## src/rtl/fetch_sequencer.sv

```systemverilog
// rtl/fetch_sequencer.sv - instruction-fetch sequencer: PC owner, single-outstanding imem requester, decode hand-off
//
// Purpose:
//   Issues one instruction-memory request at a time from the PC, buffers the
//   returned word and presents {if_pc, if_instruction} to decode. Redirects
//   from the control unit take priority in every state. Halt lets the current
//   word finish, then the block parks in IDLE.
//
// Ports:
//   clk             clock, rising edge
//   reset           asynchronous active-low reset
//   halt            stop issuing new fetches once the current word is done
//   redirect_valid  load word-aligned redirect_pc as the next fetch PC
//   redirect_pc     redirect target
//   imem_req_*      request handshake to instruction memory (addr = pc)
//   imem_resp_*     in-order response word, one per accepted request
//   if_*            registered hand-off to decode (valid/ready)
//   busy            low only while parked in IDLE
//
// Optional feature macro: FETCH_PERF_CNT_EN
//   Adds perf_fetched (decode handshakes) and perf_stall (stall cycles).

module fetch_sequencer #(
    parameter int                ADDR_W   = 32,
    parameter logic [ADDR_W-1:0] RESET_PC = '0,
    parameter int                CNT_W    = 32
) (
    input  logic              clk,
    input  logic              reset,
    input  logic              halt,
    input  logic              redirect_valid,
    input  logic [ADDR_W-1:0] redirect_pc,
    output logic              imem_req_valid,
    input  logic              imem_req_ready,
    output logic [ADDR_W-1:0] imem_req_addr,
    input  logic              imem_resp_valid,
    input  logic [31:0]       imem_resp_data,
    output logic              if_valid,
    input  logic              if_ready,
    output logic [ADDR_W-1:0] if_pc,
    output logic [31:0]       if_instruction,
    output logic              busy
`ifdef FETCH_PERF_CNT_EN
    ,
    output logic [CNT_W-1:0]  perf_fetched,
    output logic [CNT_W-1:0]  perf_stall
`endif
);

    typedef enum logic [1:0] {
        S_IDLE = 2'd0,
        S_REQ  = 2'd1,
        S_WAIT = 2'd2,
        S_HOLD = 2'd3
    } state_t;

    state_t            state;
    state_t            next_state;
    logic [ADDR_W-1:0] pc;
    // Set when the outstanding request belongs to a path that was redirected
    // away from; its response must be discarded.
    logic              squash;

    logic [ADDR_W-1:0] redirect_target;
    logic              accept;
    logic              handshake;
    logic              capture;
    logic              unused_redirect_lsbs;

    assign redirect_target      = {redirect_pc[ADDR_W-1:2], 2'b00};
    assign unused_redirect_lsbs = ^redirect_pc[1:0];
    assign accept               = (state == S_REQ) && imem_req_ready;
    // A redirect in HOLD kills the word even if decode is ready that cycle.
    assign handshake            = (state == S_HOLD) && if_ready && !redirect_valid;
    assign capture              = (state == S_WAIT) && (next_state == S_HOLD);

    // State register
    always_ff @(posedge clk or negedge reset) begin
        if (!reset) begin
            state <= S_IDLE;
        end else begin
            state <= next_state;
        end
    end

    // Next-state logic
    always_comb begin
        next_state = state;
        case (state)
            S_IDLE: begin
                if (!halt) next_state = S_REQ;
            end
            S_REQ: begin
                // A redirect with the request accepted still has to wait for
                // the stale response, which squash will drop.
                if (imem_req_ready) next_state = S_WAIT;
            end
            S_WAIT: begin
                if (imem_resp_valid) begin
                    if (squash || redirect_valid) begin
                        next_state = halt ? S_IDLE : S_REQ;
                    end else begin
                        next_state = S_HOLD;
                    end
                end
            end
            S_HOLD: begin
                if (redirect_valid || if_ready) begin
                    next_state = halt ? S_IDLE : S_REQ;
                end
            end
            default: next_state = S_IDLE;
        endcase
    end

    // Output logic
    always_comb begin
        imem_req_valid = (state == S_REQ);
        imem_req_addr  = pc;
        busy           = (state != S_IDLE);
    end

    // PC, squash flag and registered decode outputs
    always_ff @(posedge clk or negedge reset) begin
        if (!reset) begin
            pc             <= RESET_PC;
            squash         <= 1'b0;
            if_valid       <= 1'b0;
            if_pc          <= '0;
            if_instruction <= '0;
        end else begin
            if (redirect_valid) begin
                pc <= redirect_target;
            end else if (handshake) begin
                pc <= pc + ADDR_W'(4);
            end

            // The response retires the outstanding request, squashed or not.
            if ((state == S_WAIT) && imem_resp_valid) begin
                squash <= 1'b0;
            end else if (redirect_valid && ((state == S_WAIT) || accept)) begin
                squash <= 1'b1;
            end

            if_valid <= (next_state == S_HOLD);
            if (capture) begin
                if_pc          <= pc;
                if_instruction <= imem_resp_data;
            end
        end
    end

`ifdef FETCH_PERF_CNT_EN
    logic stall_cycle;

    assign stall_cycle = ((state == S_REQ) && !imem_req_ready) ||
                         (state == S_WAIT) ||
                         ((state == S_HOLD) && !if_ready);

    always_ff @(posedge clk or negedge reset) begin
        if (!reset) begin
            perf_fetched <= '0;
            perf_stall   <= '0;
        end else begin
            if (handshake)   perf_fetched <= perf_fetched + CNT_W'(1);
            if (stall_cycle) perf_stall   <= perf_stall + CNT_W'(1);
        end
    end
`endif

endmodule

```

## config.mk

```make
export PLATFORM = sky130hd
export DESIGN_NAME = fetch_sequencer
export DESIGN_NICKNAME = d
export VERILOG_FILES = /design/src/rtl/fetch_sequencer.sv
export SDC_FILE = /design/constraint.sdc
export NUM_CORES = 1
export LEC_CHECK = 0
export BUFFER_PORTS_ARGS = -buffer_cell sky130_fd_sc_hd__buf_4
export CAP_MARGIN = 10
export CORE_UTILIZATION = 46
export CTS_BUF_LIST = sky130_fd_sc_hd__clkbuf_8
export DETAILED_ROUTE_END_ITERATION = 8
export PLACE_DENSITY_LB_ADDON = 0.25
export SYNTH_ARGS = -nofsm -noshare
export SYNTH_HDL_FRONTEND = slang
export SYNTH_SLANG_ARGS = --single-unit
```

## constraint.sdc

```tcl
create_clock -name clk -period 2.05 [get_ports clk]
set_clock_uncertainty 0.1 [all_clocks]
set_input_delay 0.205 -clock clk [delete_from_list [all_inputs] [get_ports clk]]
set_output_delay 0.205 -clock clk [all_outputs]
set_load 0.02 [all_outputs]
```

# --- Yosys cells after proc, flatten, opt, wreduce, memory -nomap -nowiden ---
# Index checks and enable logic that the tools add are counted.
classes:
  n_addsub: 1
  n_eq_ne: 4
  muxes: 11
  reduce_logical: 14
op_table:
  columns: ["operator", "count"]
  rows:
  - ["$mux 32", 2]
  - ["$add 32x3->32 const B", 1]
  - ["$mux 2", 5]
  - ["$pmux 2 s4", 1]
  - ["$eq 2x2->1 const B", 3]
  - ["$logic_and 1x1->1", 6]
  - ["$reduce_bool 2->1", 3]
  - ["$logic_or 1x1->1", 3]
  - ["$mux 1", 3]
  - ["$eq 2x1->1 const B", 1]
  - ["$logic_not 2->1", 1]
  - ["$logic_not 1->1", 1]
totals:
  ff_bits: 100
  word_cells: 36

# --- Longest topological paths before layout ---
# Gate-level depths: netlist of the first run.
depth:
  depth_word: 6
  depth_mapped: 7
  ltp_nobuf: 5

# --- Worst setup path before layout of the first run ---
# Ideal clock, no wire load.
synth_path:
  path_type: "flip-flop to flip-flop"
  startpoint: "reg pc[2], in the netlist imem_req_addr[2]"
  endpoint: "reg pc[20], in the netlist imem_req_addr[20]"
  setup_ns: 0.082
  t_arrival_ns: 2.076
  required_time_ns: 1.868
  setup_slack_ns: -0.208
  stages_incl_launch_ff: 7
  n_path_buf: 1
  synth_period_minus_slack_ns: 2.258
  path_cell_list: "dfrtp_1 > ha_1 > nand4_1 > or3_1 > clkbuf_1 > or4_1 > a31oi_1"
synth_between:
  elab_chain_cells: 3
synth_rtl:
  columns: ["item", "line", "text"]
  rows:
  - ["from (decl)", "59", "logic [ADDR_W-1:0] pc;"]
  - ["from (signal assigned)", "133", "pc <= redirect_target;"]
  - ["from (signal assigned)", "135", "pc <= pc + ADDR_W'(4);"]
  - ["$add 32x3->32", "135", null]
  - ["$mux 32", "134", "end else if (handshake) begin"]
  - ["$mux 32", "132", "if (redirect_valid) begin"]
# No other way between the ends. The select of a mux whose other input is x is not followed.
# A chain may end at the register's enable or synchronous reset.

# --- Worst setup path after layout of the first run ---
layout_path:
  startpoint: "reg pc[2], in the netlist imem_req_addr[2]"
  endpoint: "reg pc[28], in the netlist imem_req_addr[28]"
# The elaborated chain is that of the path after synthesis.

==> results of run 1 <==
[state kept, by name, indices dropped and copies added, names as in the netlist]
register,cells
squash,1
imem_req_addr,30
if_valid,1
if_pc,30
state,2
if_instruction,32
[kinds of logic after synthesis]
kind of cell,Yosys count,synth area share [%]
muxes,60,15.6
xor gates and xnor gates,10,2.02
DFF,96,55.4
and+or+nand+nor,113,14.1
buffers and inverters,33,3.43
other,1,0.0865
adders and majority gates,1,0.289
AOI/OAI and AO/OA,63,9.15
[worst register-to-register path, stage by stage, from the launching register on]
cell and delay, ps:
dfrtp_2 400, ha_4 140, nand4_1 200, or3_4 450, or4_1 490, a31oi_1 190
[layer usage]
layer / track usage, % / share of wire, % / vias to the layer above
li1: - / - / 1894
met1: 33.5 / 44 / 1930
met2: 42.0 / 49 / 143
met3: 3.83 / 5.2 / 20
met4: 9.73 / 1.8 / 0
met5: 0 / 0 / -
[worst paths after layout]
check / startpoint / to / slack, ps / cells after the start
max: imem_req_addr[2]$_DFFE_PN0N_ / imem_req_addr[28]$_DFFE_PN0N_ / 30 / 5
min: redirect_pc[29] / imem_req_addr[29]$_DFFE_PN0N_ / 20 / 3
max reg2reg: imem_req_addr[2]$_DFFE_PN0N_ / imem_req_addr[28]$_DFFE_PN0N_ / 30 / 5
min reg2reg: if_pc[22]$_DFFE_PN0P_ / if_pc[22]$_DFFE_PN0P_ / 400 / 2
max in group asynchronous: reset / if_instruction[22]$_DFFE_PN0P_ / 940 / 3
min in group asynchronous: reset / if_instruction[25]$_DFFE_PN0P_ / 170 / 2
[power groups by stage]
stage | Sequential, W | Clock [W] | Combinational (W)
after detailed placement | 0.00300 | 0 | 0.00344
after floorplan | 0.00384 | 0 | 0.000970
after global routing | 0.00306 | 0.00149 | 0.00379
after global placement | 0.00296 | 0 | 0.00336
after CTS | 0.00296 | 0.00140 | 0.00353
final | 0.00297 | 0.00137 | 0.00356
[placed cells by master (no fill, tap or decap), types with 11 or more instances in the layout]
master | netlist | layout
a31oi_1 | 14 | 14
buf_4 | 5 | 216
dfrtp_1 | 96 | 80
dfrtp_2 | 0 | 16
dlygate4sd3_1 | 0 | 53
mux2_2 | 59 | 59
nand2_1 | 36 | 36
nand3_1 | 12 | 11
nor2_1 | 16 | 16
o21ai_0 | 22 | 22
o31ai_1 | 11 | 11
or4_1 | 17 | 11
[repair_timing]
item                                    4_1_cts  5_1_grt
hold buffers                                 53        0
gates cloned                                  0        1
setup buffers                                 0        4
hold endpoints to repair                    114        0
pin swaps                                     0        8
resized for setup                             5        6
endpoints found under the setup margin       30       69
[metrics by stage]
step	setup TNS, ps	total power, W	area (um^2)
2_1_floorplan	-71.2	0.00481	4390
3_3_place_gp	-249	0.00633	6030
3_5_place_dp	-738	0.00644	6030
4_1_cts	-12.2	0.00789	6800
5_1_grt	-122	0.00833	6880
6_report	0	0.00790	6880
[area by class of cell]
class | instances | area (um^2) | share of cell area, %
Clock buffer | 9 | 124 | 1.80
Clock inverter | 7 | 93.8 | 1.36
Inverter | 5 | 18.8 | 0.273
Multi-Input combinational cell | 251 | 1860 | 27.0
Sequential cell | 96 | 2420 | 35.2
Tap cell | 111 | 139 | 2.02
Timing Repair Buffer | 273 | 2230 | 32.4
==> impl_results.md, run 1 <==
- Core Region: 9200 um^2
- Die W: slightly below 100 um
- Pint: just over 0.005 W
- Routed WL per cell: about 16 um
- Area of the mapped netlist: ~4300 um^2
- Synth area leaders: dfrtp_1, mux2_2, nand2_1
- Power share of the sequential group: 37.6%
- Largest net degree at the start of global routing: 42
- Via count: 3,987
- Synth unique cells: 40
- Crit-path slowest cell: or4_1
- Htree depth: 3
- Nature of the critical path endpoint: flip-flop
- Boundary pin count: 170
- Register area share after synthesis: 55.4%
- Starting Density: about 47%
- Final WS setup: 30.8 ps
- Most instantiated library cell after synthesis: dfrtp_1
- Switching fraction of total power: a little over a third
- Hold/Removal Path Class: in2reg
- Crit path max fanout: 10
- Max cap viols: 0
- Crit path required time: 2230 ps
- Post-synth EDFFs: 0
- Wirelength, routed: between 10 and 15 mm
- Slowest cell delay on critical path: between 400 and 500 ps
- Slew @ Worst Pin: around 570 ps
- Most frequent cells after synthesis: dfrtp_1, mux2_2, nand2_1, o21ai_0, clkbuf_1
- Worst-path cell chain: ha_4, nand4_1, or3_4, or4_1, a31oi_1
- Post-Synthesis Cells: 377
- Static Leakage: 3.18 nW
- WS Path Type: reg2reg
- Root Buffer: clkbuf_8
- #FFs+latches synth: 96
- F_max: 495 MHz
- Avg Vias per Cell: 5.30
- Initial antenna violation count: 0
- YS warnings: 0
- CTS Buf Count: 9
- Hpwl dp: 8.17 mm
- IR drop worst, VDD: approximately 0.74 mV
- Clock Path Buffers: 2
- Crit path max-delay family: simple AND/OR/NAND/NOR gates
- Final Hold Viols: 0
- Net Switching: 0.00285 W
- Post-synth ARST share: 100%
- CTS tree: done
- Gr usage total: 25.2%
- DR pass1 iterations: 4
- Buf+Inv Stages, Crit Path: 0
- First-pass GRT wire length: between 15 and 20 mm
- Outcome: finished clean
- Final cell count without fillers: 752
- Period utilization: 98.5%
- Clk slew on worst S/H paths: 110 ps
- Starting DRT DRC Count: 138
- Remaining routing DRC violations: 0
- Clock power frac: 17.4%
- TritonCTS Sinks: 96
- Quantity of I/O buffers inserted on ports: 163
- GPL Wtd Cong: 0.863
- Leading area contributor after synthesis: dfrtp_1
- Worst setup SP type: flip-flop
- Pwr/cell area: 1150 nW/um^2
- DIE AREA: 9820 um^2
- Avg Inst Size Synth: 11.5 um^2
- Post-route ant nets: 0
- Pre-CTS setup slack: -39.3 ps
- RSZ-0062 raised after global routing: true
- Worst-Skew Late Latency: 360 ps
- Fraction of layout cells with a size suffix above 1: 50.2%
- # fillers: 644
- Slew headroom: approximately 60%
- Fin crit period: 2020 ps
- Gate power share: 45.0%
- Antenna diodes: 0
- Chip height: approximately 100 um
- Yosys top cell area share: roughly 55%
- Final Core Density: 74.8%
- Vias in the first global route: roughly 4,000
- Fin Hold WS: 16.4 ps
- Dpl cells: 678
- Area grow syn2layout: 58.7%
- Total global routing overflow: 0
- Number of cell rows: 35
- Endpoints failing setup: 0
- Max-slew violations: 0
- Nets: slightly above 700
- CP arrival: roughly 2200 ps
- Main synth FF type: dfrtp_1
No activity file was read; power rests on OpenSTA's default activity.
==> run 2: changes to the inputs <==
--- a/config.mk
+++ b/config.mk
@@ -7,6 +7,7 @@
 export LEC_CHECK = 0
 export BUFFER_PORTS_ARGS = -buffer_cell sky130_fd_sc_hd__buf_4
 export CAP_MARGIN = 10
+export CORE_ASPECT_RATIO = 1.1
 export CORE_UTILIZATION = 46
 export CTS_BUF_LIST = sky130_fd_sc_hd__clkbuf_8
 export DETAILED_ROUTE_END_ITERATION = 8
==> impl_results.md, run 2 (synthesized netlist as in run 1, its figures left out) <==
- Area of the multi-input gates: between 1500 and 2000 um^2
- Nature of the critical path endpoint: flip-flop
- WS Path Type: reg2reg
- Total global routing overflow: 0
- TritonCTS Sinks: 96
- First-pass GRT wire length: 20.2 mm
- DR pass1 iterations: 4
- Critical hold path startpoint: redirect_pc[18]
- F_max: 493 MHz
- Clock Path Buffers: 2
- CTS Buf Count: 9
- DIE AREA: 9820 um^2
- Buf+Inv Stages, Crit Path: 0
- Final Core Density: between 70% and 80%
- Commonest cells after routing, fill and taps aside: buf_4, dfrtp_1, mux2_2, dlygate4sd3_1, nand2_1
- Largest net degree at the start of global routing: 39
- Avg Vias per Cell: around 5.3
- Root Buffer: clkbuf_8
- Number of cell rows: 36
- DP Area: 6020 um^2
- Fraction of layout cells with a size suffix above 1: 50.4%
- Max cap viols: 0
- Nets: 703
- Final instance area: 6820 um^2
- Most common cell after layout, fill and taps aside: buf_4
- Area grow syn2layout: 57.3%
- Chip height: 104 um
- Pwr Total: 0.00766 W
- Crit-path slowest cell: or4_4
- Period utilization: 99.0%
- Core Region: 9010 um^2
- Starting Density: 48.1%
- CTS tree: done
- Largest register FFs: 32
- Clk slew on worst S/H paths: 90 ps
- Initial antenna violation count: 0
- Worst-path cell chain: nand4_1, or4_4, or4_1, a31oi_1
- Die W: 94.6 um
- Remaining routing DRC violations: 0
- Hold/Removal Path Class: in2reg
- Fin crit period: around 2000 ps
- Largest Register: if_instruction
- Wirelength, routed: ~13 mm
- # fillers: roughly 630
- Slowest cell delay on critical path: a little under 600 ps
- Gr usage total: a little over a quarter
- Hpwl dp: 8.34 mm
- Static Leakage: 3.16 nW
- Via count: 3,991
- Slew @ Worst Pin: 522 ps
- Outcome: finished clean
- Final cell count without fillers: 749
- Htree depth: 3
- GPL Wtd Cong: 0.828
- Final Hold Viols: 0
- Vias in the first global route: 4,102
- CP startpoint: imem_req_addr[16]$_DFFE_PN0N_
- Antenna diodes: 0
- IR drop worst, VDD: 0.687 mV
- Worst setup SP type: flip-flop
- Starting DRT DRC Count: 142
- Max-slew violations: 0
- CP arrival: 2210 ps
- RSZ-0062 raised after global routing: true
- Endpoints failing setup: 0
- Routed WL per cell: between 15 and 20 um
- Seq. cell area: 2420 um^2
- Pwr/cell area: 1120 nW/um^2
- Crit path required time: 2230 ps
- Dpl cells: 680
- Crit path max-delay family: simple AND/OR/NAND/NOR gates
- Worst-Skew Late Latency: 360 ps
- RR Startpoint: imem_req_addr[16]$_DFFE_PN0N_
- Post-route ant nets: 0
- Crit path max fanout: 6
- Boundary pin count: 170
- Quantity of I/O buffers inserted on ports: 163
- Slew headroom: 65.2%
## run 2: worst min-delay path, stage by stage
cell and delay [ps]:
buf_4 110, nor2_1 80, a31oi_1 50
## run 2: area by class of cell
| type | instances | area share, % |
|---|---|---|
| well taps | 114 | 2.09 |
| clock buffers | 11 | 2.22 |
| clock inverters | 4 | 0.312 |
| multi-input cells | 251 | 27.4 |
| inverters | 5 | 0.275 |
| flip-flops and latches | 96 | 35.5 |
| repair buffers | 268 | 32.1 |
## run 2: what timing repair did
action                                  4_1_cts  5_1_grt
buffers inserted                              0        1
pin swaps                                     0        4
resized for setup                             4        8
endpoints found under the setup margin       66        9
endpoints found under the hold margin        86        0
gates cloned                                  1        0
hold buffers                                 52        0
## run 2: final timing paths
kind                                             endpoint  cells after the start  slack [ps]
setup reg to reg            imem_req_addr[29]$_DFFE_PN0N_                      4          20
min in group asynchronous  if_instruction[24]$_DFFE_PN0P_                      2         260
max in group asynchronous   if_instruction[1]$_DFFE_PN0P_                      3         790
hold reg to reg                     if_pc[23]$_DFFE_PN0P_                      2         390
setup / recovery            imem_req_addr[29]$_DFFE_PN0N_                      4          20
hold / removal              imem_req_addr[18]$_DFFE_PN0N_                      3           6
## run 2: power breakdown
group          total, W  internal (W)  leakage (nW)  switching (W)
logic           0.00355       0.00176          1.92        0.00179
registers       0.00300       0.00260          1.14       0.000406
clock network   0.00111      0.000493        0.0924       0.000618
total           0.00766       0.00485          3.16        0.00282
## run 2: routing by layer
metal  up-vias  GRT usage [%]  part of all wire, %
met5         -              0                    0
met4         0           10.2                  2.3
met3        26           5.73                  6.5
met2       150           46.0                   51
met1      1931           32.7                   40
li1       1884              -                    -
## run 2: through the flow
| step | TNS, ps | setup slack [ps] | hold slack, ps |
|---|---|---|---|
| 2_1_floorplan | -71.2 | -35.6 | -191 |
| 3_3_place_gp | 0 | 1.74 | 102 |
| 3_5_place_dp | -1360 | -62.4 | 107 |
| 4_1_cts | 0 | 3.80 | 1.34 |
| 5_1_grt | -204 | -58.6 | 15.3 |
| 6_report | 0 | 20.7 | 5.77 |
